==> src/rtl/vsync_std_detector.sv <==
// PAL/NTSC standard detector: filters VSYNC, measures the period between falling edges
// and locks onto a standard after CONFIRM_COUNT consecutive agreeing frames.
module vsync_std_detector #(
   parameter int CLK_FREQ              = 250_000,
   parameter int NTSC_PAL_THRESHOLD_MS = 18,
   parameter int PERIOD_MIN_MS         = 10,
   parameter int PERIOD_MAX_MS         = 30,
   parameter int TIMEOUT_MS            = 40,
   parameter int CONFIRM_COUNT         = 4,
   parameter int GLITCH_CYCLES         = 2,
   parameter int CNT_W                 = $clog2(TIMEOUT_MS * (CLK_FREQ / 1000) + 1)
) (
   input  logic             clk_in,
   input  logic             rst_n_in,
   input  logic             vsync_in,
   input  logic             csync_in,
   output logic             csync_out,
   output logic [2:0]       format_out,
   output logic             format_valid_out,
   output logic             format_change_out,
   output logic [CNT_W-1:0] period_out,
   output logic             period_strobe_out
);

   localparam int MS = CLK_FREQ / 1000;
   localparam int GW = $clog2(GLITCH_CYCLES + 1);
   localparam int AW = $clog2(CONFIRM_COUNT + 1);

   localparam logic [CNT_W-1:0] T_MAX  = CNT_W'(TIMEOUT_MS * MS);
   localparam logic [CNT_W-1:0] P_MIN  = CNT_W'(PERIOD_MIN_MS * MS);
   localparam logic [CNT_W-1:0] P_MAX  = CNT_W'(PERIOD_MAX_MS * MS);
   localparam logic [CNT_W-1:0] P_THR  = CNT_W'(NTSC_PAL_THRESHOLD_MS * MS);
   localparam logic [GW-1:0]    G_LAST = GW'(GLITCH_CYCLES - 1);
   localparam logic [AW-1:0]    A_MAX  = AW'(CONFIRM_COUNT);

   localparam logic [2:0] FMT_UNK  = 3'b000;
   localparam logic [2:0] FMT_NTSC = 3'b010;
   localparam logic [2:0] FMT_PAL  = 3'b100;

   typedef enum logic [1:0] {S_IDLE, S_MEASURE, S_LOCKED} state_t;

   logic             sync1_q, sync1_d, sync2_q, sync2_d;
   logic             filt_q, filt_d;
   logic [GW-1:0]    gcnt_q, gcnt_d;
   logic [CNT_W-1:0] cnt_q, cnt_d;
   state_t           state_q, state_d;
   logic [AW-1:0]    agree_q, agree_d;
   logic [2:0]       prev_q, prev_d;
   logic [CNT_W-1:0] period_q, period_d;
   logic             strobe_q, strobe_d;
   logic [2:0]       format_q, format_d;
   logic             valid_q, valid_d;
   logic             change_q, change_d;
   logic             csync_q, csync_d;
   logic             ev;
   logic [2:0]       cand;

   function automatic logic [2:0] classify(input logic [CNT_W-1:0] p);
      if (p < P_MIN || p > P_MAX) return FMT_UNK;
      else if (p > P_THR)         return FMT_PAL;
      else                        return FMT_NTSC;
   endfunction

   always_comb begin
      sync1_d  = vsync_in;
      sync2_d  = sync1_q;
      filt_d   = filt_q;
      gcnt_d   = '0;
      cnt_d    = cnt_q;
      state_d  = state_q;
      agree_d  = agree_q;
      prev_d   = prev_q;
      period_d = period_q;
      strobe_d = 1'b0;
      format_d = format_q;
      valid_d  = valid_q;
      change_d = 1'b0;
      csync_d  = csync_in;
      cand     = classify(period_q);

      // The filtered level follows the synchronised one only after it has differed long enough
      if (sync2_q != filt_q) begin
         if (gcnt_q == G_LAST) filt_d = sync2_q;
         else                  gcnt_d = gcnt_q + 1'b1;
      end
      ev = filt_q & ~filt_d;

      if (ev)                  cnt_d = {{(CNT_W-1){1'b0}}, 1'b1};
      else if (cnt_q != T_MAX) cnt_d = cnt_q + 1'b1;

      if (state_q == S_IDLE) begin
         if (ev) state_d = S_MEASURE;
      end else begin
         if (ev) begin
            period_d = cnt_q;
            strobe_d = 1'b1;
         end else if (cnt_q == T_MAX) begin
            state_d  = S_IDLE;
            format_d = FMT_UNK;
            valid_d  = 1'b0;
            agree_d  = '0;
            prev_d   = FMT_UNK;
            change_d = (state_q == S_LOCKED);
         end

         // Classification runs on the registered period, one cycle behind the strobe
         if (strobe_q) begin
            if (cand == FMT_UNK)     agree_d = '0;
            else if (cand == prev_q) agree_d = (agree_q == A_MAX) ? agree_q : agree_q + 1'b1;
            else                     agree_d = {{(AW-1){1'b0}}, 1'b1};
            prev_d = cand;
            if (cand != FMT_UNK && agree_d == A_MAX && cand != format_q) begin
               format_d = cand;
               valid_d  = 1'b1;
               change_d = 1'b1;
               state_d  = S_LOCKED;
            end
         end
      end
   end

   always_ff @(posedge clk_in or negedge rst_n_in) begin
      if (!rst_n_in) begin
         sync1_q  <= 1'b1;
         sync2_q  <= 1'b1;
         filt_q   <= 1'b1;
         gcnt_q   <= '0;
         cnt_q    <= '0;
         state_q  <= S_IDLE;
         agree_q  <= '0;
         prev_q   <= FMT_UNK;
         period_q <= '0;
         strobe_q <= 1'b0;
         format_q <= FMT_UNK;
         valid_q  <= 1'b0;
         change_q <= 1'b0;
         csync_q  <= 1'b0;
      end else begin
         sync1_q  <= sync1_d;
         sync2_q  <= sync2_d;
         filt_q   <= filt_d;
         gcnt_q   <= gcnt_d;
         cnt_q    <= cnt_d;
         state_q  <= state_d;
         agree_q  <= agree_d;
         prev_q   <= prev_d;
         period_q <= period_d;
         strobe_q <= strobe_d;
         format_q <= format_d;
         valid_q  <= valid_d;
         change_q <= change_d;
         csync_q  <= csync_d;
      end
   end

   assign csync_out         = csync_q;
   assign format_out        = format_q;
   assign format_valid_out  = valid_q;
   assign format_change_out = change_q;
   assign period_out        = period_q;
   assign period_strobe_out = strobe_q;

endmodule

==> config.mk <==
export PLATFORM = sky130hd
export DESIGN_NAME = vsync_std_detector
export DESIGN_NICKNAME = d
export VERILOG_FILES = /design/src/rtl/vsync_std_detector.sv
export SDC_FILE = /design/constraint.sdc
export NUM_CORES = 1
export LEC_CHECK = 0
export CORE_ASPECT_RATIO = 1.2
export CORE_UTILIZATION = 65
export DETAILED_ROUTE_END_ITERATION = 8
export DONT_BUFFER_PORTS = 1
export GPL_ROUTABILITY_DRIVEN = 0
export PLACE_DENSITY = 0.89
export SLEW_MARGIN = 20
export SYNTH_ARGS = -nofsm -noshare
export SYNTH_HDL_FRONTEND = slang
export SYNTH_SLANG_ARGS = --single-unit
==> constraint.sdc <==
create_clock -name clk_in -period 4.1 [get_ports clk_in]
set_clock_uncertainty 0.1 [all_clocks]
set_input_delay 1.025 -clock clk_in [delete_from_list [all_inputs] [get_ports clk_in]]
set_output_delay 1.025 -clock clk_in [all_outputs]
set_load 0.05 [all_outputs]
# [Word-level counts from Yosys, hierarchy flattened]
# Cells that the tools add are included.
[word_totals] in_bits=4 elab_cells=82 ff_bits=48 output_inout_bits=21
[classes] n_bitwise=3 add_sub_neg=3 reduce_logical=10 n_mux=38 order_cmp=3 n_eq_ne=11
[ops] operator="3-bit 2-to-1 mux" n=15
[ops] operator="14-bit by 13-bit greater-than comparator with 1-bit output, second input constant" n=2
[ops] operator="14-bit 2-to-1 mux" n=2
[ops] operator="2-bit 2-to-1 mux" n=8
[ops] operator="14-bit by 1-bit adder with 14-bit output, second input constant" n=1
[ops] operator="14-bit == test, second input constant" n=1
[ops] operator="14-bit by 12-bit less-than comparator with 1-bit output, second input constant" n=1
[ops] operator="14-bit != test, second input constant" n=1
[ops] operator="1-bit 2-to-1 mux" n=13
[ops] operator="3-bit == test, second input constant" n=2
[ops] operator="2-bit != test, second input constant" n=2
[ops] operator="2-bit nonzero test" n=2
[ops] operator="3-bit by 1-bit adder with 3-bit output, second input constant" n=1
[ops] operator="3-bit == test" n=1
[ops] operator="3-bit zero test" n=1
[ops] operator="3-bit != test" n=1
[ops] operator="3-bit AND reduction" n=1
[ops] operator="3-bit nonzero test" n=1
[ops] operator="2-bit by 1-bit adder with 2-bit output, second input constant" n=1
[ops] operator="2-bit by 1-bit == test with 1-bit output, second input constant" n=1
[ops] operator="2-bit == test, second input constant" n=1
[ops] operator="1-bit logical AND" n=2
[ops] operator="2-bit zero test" n=1
[ops] operator="1-bit NOT" n=2
[ops] operator="4 further kinds" n=4

# [Longest topological paths before layout]
[depth] word_depth=14 ltp_mapped=8 mapped_depth_nobuf=8

# [Worst setup path after synthesis]
# No wires, ideal clock.
[synth_timing] path_type="register -> register" startpoint="register period_q[2] (netlist: period_out[2])" endpoint="register state_q[0]" setup_ps=121 stages_incl_launch_ff=7 arrival_time_ps=2053 slack_ps=1826 required_ps=3879 cell_sequence="dfrtp_1 -> nor3b_2 -> a2111oi_4 -> nor3_4 -> mux2i_1 -> a31oi_1 -> a22o_1"
[synth_via] elab_chain_len=14 elab_cells_between_ends=20 cone_classes="3 x order compare; 3 x eq/ne; 9 x mux; 5 x reduce/logical"
[synth_lines] element="start, declared" line="49" source="logic [CNT_W-1:0] period_q, period_d;"
[synth_lines] element="start signal, assigned" line="147" source="period_q <= period_d;"
[synth_lines] element="14-bit by 13-bit greater-than comparator with 1-bit output, or another cell as far along" line="60" source="else if (p > P_THR) return FMT_PAL;"
[synth_lines] element="3-bit 2-to-1 mux / 1-bit logical OR (equally long branches)" line="60, 59"
[synth_lines] element="3-bit 2-to-1 mux (*)" line="59" source="if (p < P_MIN || p > P_MAX) return FMT_UNK;"
[synth_lines] element="3-bit == test" line="109" source="else if (cand == prev_q) agree_d = (agree_q == A_MAX) ? agree_q : agree_q + 1'b1;"
[synth_lines] element="3-bit 2-to-1 mux" line="109"
[synth_lines] element="3-bit 2-to-1 mux" line="108" source="if (cand == FMT_UNK) agree_d = '0;"
[synth_lines] element="3-bit 2-to-1 mux" line="107" source="if (strobe_q) begin"
[synth_lines] element="3-bit 2-to-1 mux" line="91" source="if (state_q == S_IDLE) begin"
[synth_lines] element="3-bit == test" line="112" source="if (cand != FMT_UNK && agree_d == A_MAX && cand != format_q) begin"
[synth_lines] element="1-bit logical AND" line="112"
[synth_lines] element="1-bit logical AND (*)" line="112"
[synth_lines] element="2-bit 2-to-1 mux (*)" line="112"
[synth_lines] element="2-bit 2-to-1 mux (*)" line="107"
[synth_lines] element="2-bit 2-to-1 mux (*)" line="91"
[synth_lines] element="end signal, assigned" line="144" source="state_q <= state_d;"
[synth_lines] element="end, declared" line="46" source="state_t state_q, state_d;"
# Every way passes the cells marked *; elsewhere a longest branch is shown, timed or not. The select of a mux whose other input is x is not followed.
# A chain may end at the register's enable or synchronous reset.

# [Final worst setup path]
[layout_timing] startpoint="register period_q[6] (netlist: period_out[6])" endpoint="register state_q[0]"
# Same word-level chain as after synthesis.

==> impl_metrics.csv <==
group,metric,value,unit
logic_synthesis,avgSynthCellArea,11.0,µm²
critical_path,r2r_slack,1.50,ns
hold_path,min_path_type,"reg2reg",
critical_path,critPathLaunch,"period_out[6]",
routing,drc,0,
sta,fmax,385,MHz
finish,drive_above_1_share,16.1,%
critical_path,r2r-end,"state_q[0]",
floorplanning,initial_core_util,68.1,%
run_status,outcome,"completed",
sta,tns,0,ns
logic_synthesis,syn_inst,208,
logic_synthesis,synth-seq-area-share,51.4,%
logic_synthesis,synth_edf_count,0,
finish,syn_to_final_growth,4.86,%
critical_path,critical_path.cell_chain,"nor4bb_1, a41oi_1, o21bai_1, and3_1, a31oi_1, a22o_1",
critical_path,cp.depth,6,
sta,setup_viol,0,
floorplanning,die_y,67.1,µm
sta,maxSlewViolCount,0,
critical_path,cp_slowest_cell,"dfrtp_1",
critical_path,crit_family,"compound AO/OA/AOI/OAI gates",
critical_path,cpPeakStageDelay,0.74,ns
cts,cts_setup_buffers,0,
pwr,power_density,518,nW/µm²
pwr,clkPwrFrac,21.3,%
grt,grt_pass1_vias,1733,
logic_synthesis,synthArstFlopShare,100,%
pwr,p_switching,473,µW
floorplanning,ios,25,
sta,rsz0062_at_grt,"no",
pwr,internal_power,773,µW
cts,cts_tree,"built",
critical_path,worstPathArrival,2.69,ns
routing,drt_iter0_drc,86,
floorplanning,die_area,3770,µm²
cts,cts-root-buf,"clkbuf_8",
sta,slew_headroom,44.5,%
routing,dr.pass1.iters,4,
critical_path,path_class,"reg2reg",
cts,insertion_delay,0.30,ns
critical_path,crit_path_end,"state_q[0]",
floorplanning,core_area,3370,µm²
floorplanning,row_count,23,
logic_synthesis,ys_types,52,
routing,via_count,1654,
critical_path,path_max_fanout,5,
critical_path,cp.buffers_inverters,0,
cts,cts.sinks,47,
finish,diodes,0,
pwr,p_leak,0.00112,µW
routing,routed_wl,4620,µm
placed_design,dp_slack,1.56,ns
grt,grt_remaining_overflow,0,
pwr,worst_ir_drop_vdd,498,µV
logic_synthesis,synth-seq-cells,47,
critical_path,reg2reg_depth,6,
logic_synthesis,synth_ff_type,"dfrtp_1",
critical_path,required,4.19,ns
logic_synthesis,synth_warnings,0,
pwr,power_frac_comb,18.7,%
grt,antenna_found_initial,0,
sta,period_needed,2.60,ns
pwr,seq_power_share,60.1,%
routing,viasPerCell,6.67,
sta,tightest_slew,0.829,ns
sta,hold_viol,0,
finish,final_nets,218,
placed_design,hpwl,3310,µm
cts,htree_levels,2,
cts,cts_resized,0,
cts,clock_path_buffers,2,
finish,fillCellCount,237,
critical_path,critPathLaunchType,"flop",
cts,cts.clk_slew.worst_paths,0.08,ns
cts,numCtsBuffers,5,
critical_path,end_kind,"flop",
routing,detail_route.wl_per_cell,18.6,µm
critical_path,r2r-start,"period_out[6]",
sta,fin_ws,1.50,ns
grt,grt_pass1_wl,7910,µm
floorplanning,die_w,56.2,µm
flow_run,drv_cap,0,
grt,track_usage,28.3,%
pwr,p_sw_share,37.9,%
logic_synthesis,syn-num-nets,216,
placed_design,numPortBuffers,0,
sta,fin_crit_sh,63.4,%
grt,grt_max_degree,48,
routing,drt.antenna.violating_nets,0,
logic_synthesis,syn_area,2290,µm²
cts,postCtsHoldBufs,0,
[synthesized netlist by cell type, types with 2 or more instances]
master | number | area (µm²)
dfrtp_1 | 44 | 1100
and3_1 | 3 | 18.8
a21oi_1 | 8 | 40.0
nor3b_1 | 3 | 22.5
nor2_1 | 23 | 86.3
ha_1 | 4 | 50.1
nor2b_1 | 3 | 18.8
dfstp_2 | 3 | 78.8
nor4_1 | 3 | 18.8
inv_1 | 5 | 18.8
mux2_2 | 14 | 158
nand3_1 | 6 | 30.0
a41oi_1 | 2 | 17.5
buf_2 | 3 | 15.0
nand4b_1 | 2 | 17.5
nand2_1 | 13 | 48.8
mux2i_1 | 5 | 50.1
a31oi_1 | 2 | 12.5
xor2_1 | 8 | 70.1
nand4_1 | 3 | 18.8
a22o_1 | 2 | 17.5
clkbuf_1 | 3 | 11.3
nand2b_1 | 3 | 18.8
xnor2_1 | 4 | 35.0
o21ai_0 | 8 | 40.0
o21ai_1 | 2 | 10.0
or3_1 | 4 | 25.0
[worst reg2reg max path: stages (launching register included)]
cell,delay [ns]
dfrtp_1,0.74
nor4bb_1,0.51
a41oi_1,0.22
o21bai_1,0.28
and3_1,0.30
a31oi_1,0.14
a22o_1,0.20
[worst min-delay path by stage]
stage	from	endpoint	slack (ns)	depth (start not counted)
floorplan	sync1_q	sync2_q	0.25	0
global route	sync1_q	sync2_q	0.27	0
global placement	sync1_q	sync2_q	0.25	0
CTS	sync1_q	sync2_q	0.26	0
detailed placement	sync1_q	sync2_q	0.25	0
finish	sync1_q	sync2_q	0.26	0
[power groups by stage]
stage	combinational [µW]	sequential, µW	clock, µW
after floorplan	207	716	0
after global placement	217	753	0
after detailed placement	232	755	0
after CTS	232	746	270
after global routing	261	764	284
final	233	748	265
[metrics by stage]
| step | total power, µW | instances | hold WS (ns) | cell area (µm²) | utilization [%] |
|---|---|---|---|---|---|
| after floorplan | 924 | 208 | 0.245 | 2290 | - |
| after global routing | 1310 | 248 | 0.269 | 2400 | 71.4 |
| after global placement | 969 | 240 | 0.253 | 2320 | 68.9 |
| final | 1250 | 248 | 0.260 | 2400 | 71.4 |
| after CTS | 1250 | 248 | 0.262 | 2400 | 71.4 |
| after detailed placement | 987 | 240 | 0.247 | 2320 | 69.0 |
[final cells by class]
class / count / area, µm² / share of cell area [%]
clock buffer: 7 / 76.3 / 3.17
clock inverter: 1 / 5.00 / 0.208
inverter: 5 / 18.8 / 0.780
multi-input combinational: 150 / 1070 / 44.5
sequential: 47 / 1180 / 49.1
tap: 37 / 46.3 / 1.93
timing repair buffer: 1 / 7.51 / 0.312
[flip-flops by register name (all words and copies together) (netlist names)]
register           flops
state_q                2
prev_q                 2
csync_out              1
filt_q                 1
agree_q                3
gcnt_q                 2
format_valid_out       1
period_out            14
period_strobe_out      1
cnt_q                 14
format_out             3
format_change_out      1
sync1_q                1
sync2_q                1
[cell usage in the layout, fill, tap and decap left out, drive strengths merged, types with 4 or more instances in the layout]
master,count
or3,4
nand2,13
nor2,24
xnor2,4
xor2,8
inv,5
clkbuf,7
nand3,7
dfrtp,44
mux2,16
o21ai,10
nor3b,4
mux2i,5
a21oi,8
ha,4
[per-layer routing]
metal  routed length, µm  GRT usage (%)
met4                  97           14.9
met3                 298           7.77
met5                   0              0
met2                2450           48.8
met1                1780           32.1
[kinds of logic (layout without fill, tap and decap cells)]
kind of cell	after synthesis	count (layout)	share of synthesized area [%]
AOI/OAI and AO/OA	35	35	10.9
xor gates and xnor gates	12	12	4.58
adders and majority gates	4	4	2.18
buffers and inverters	11	14	1.96
DFF	47	47	51.4
muxes	21	21	10.2
and+or+nand+nor	78	78	18.8
(Power assumes the default switching activity.)
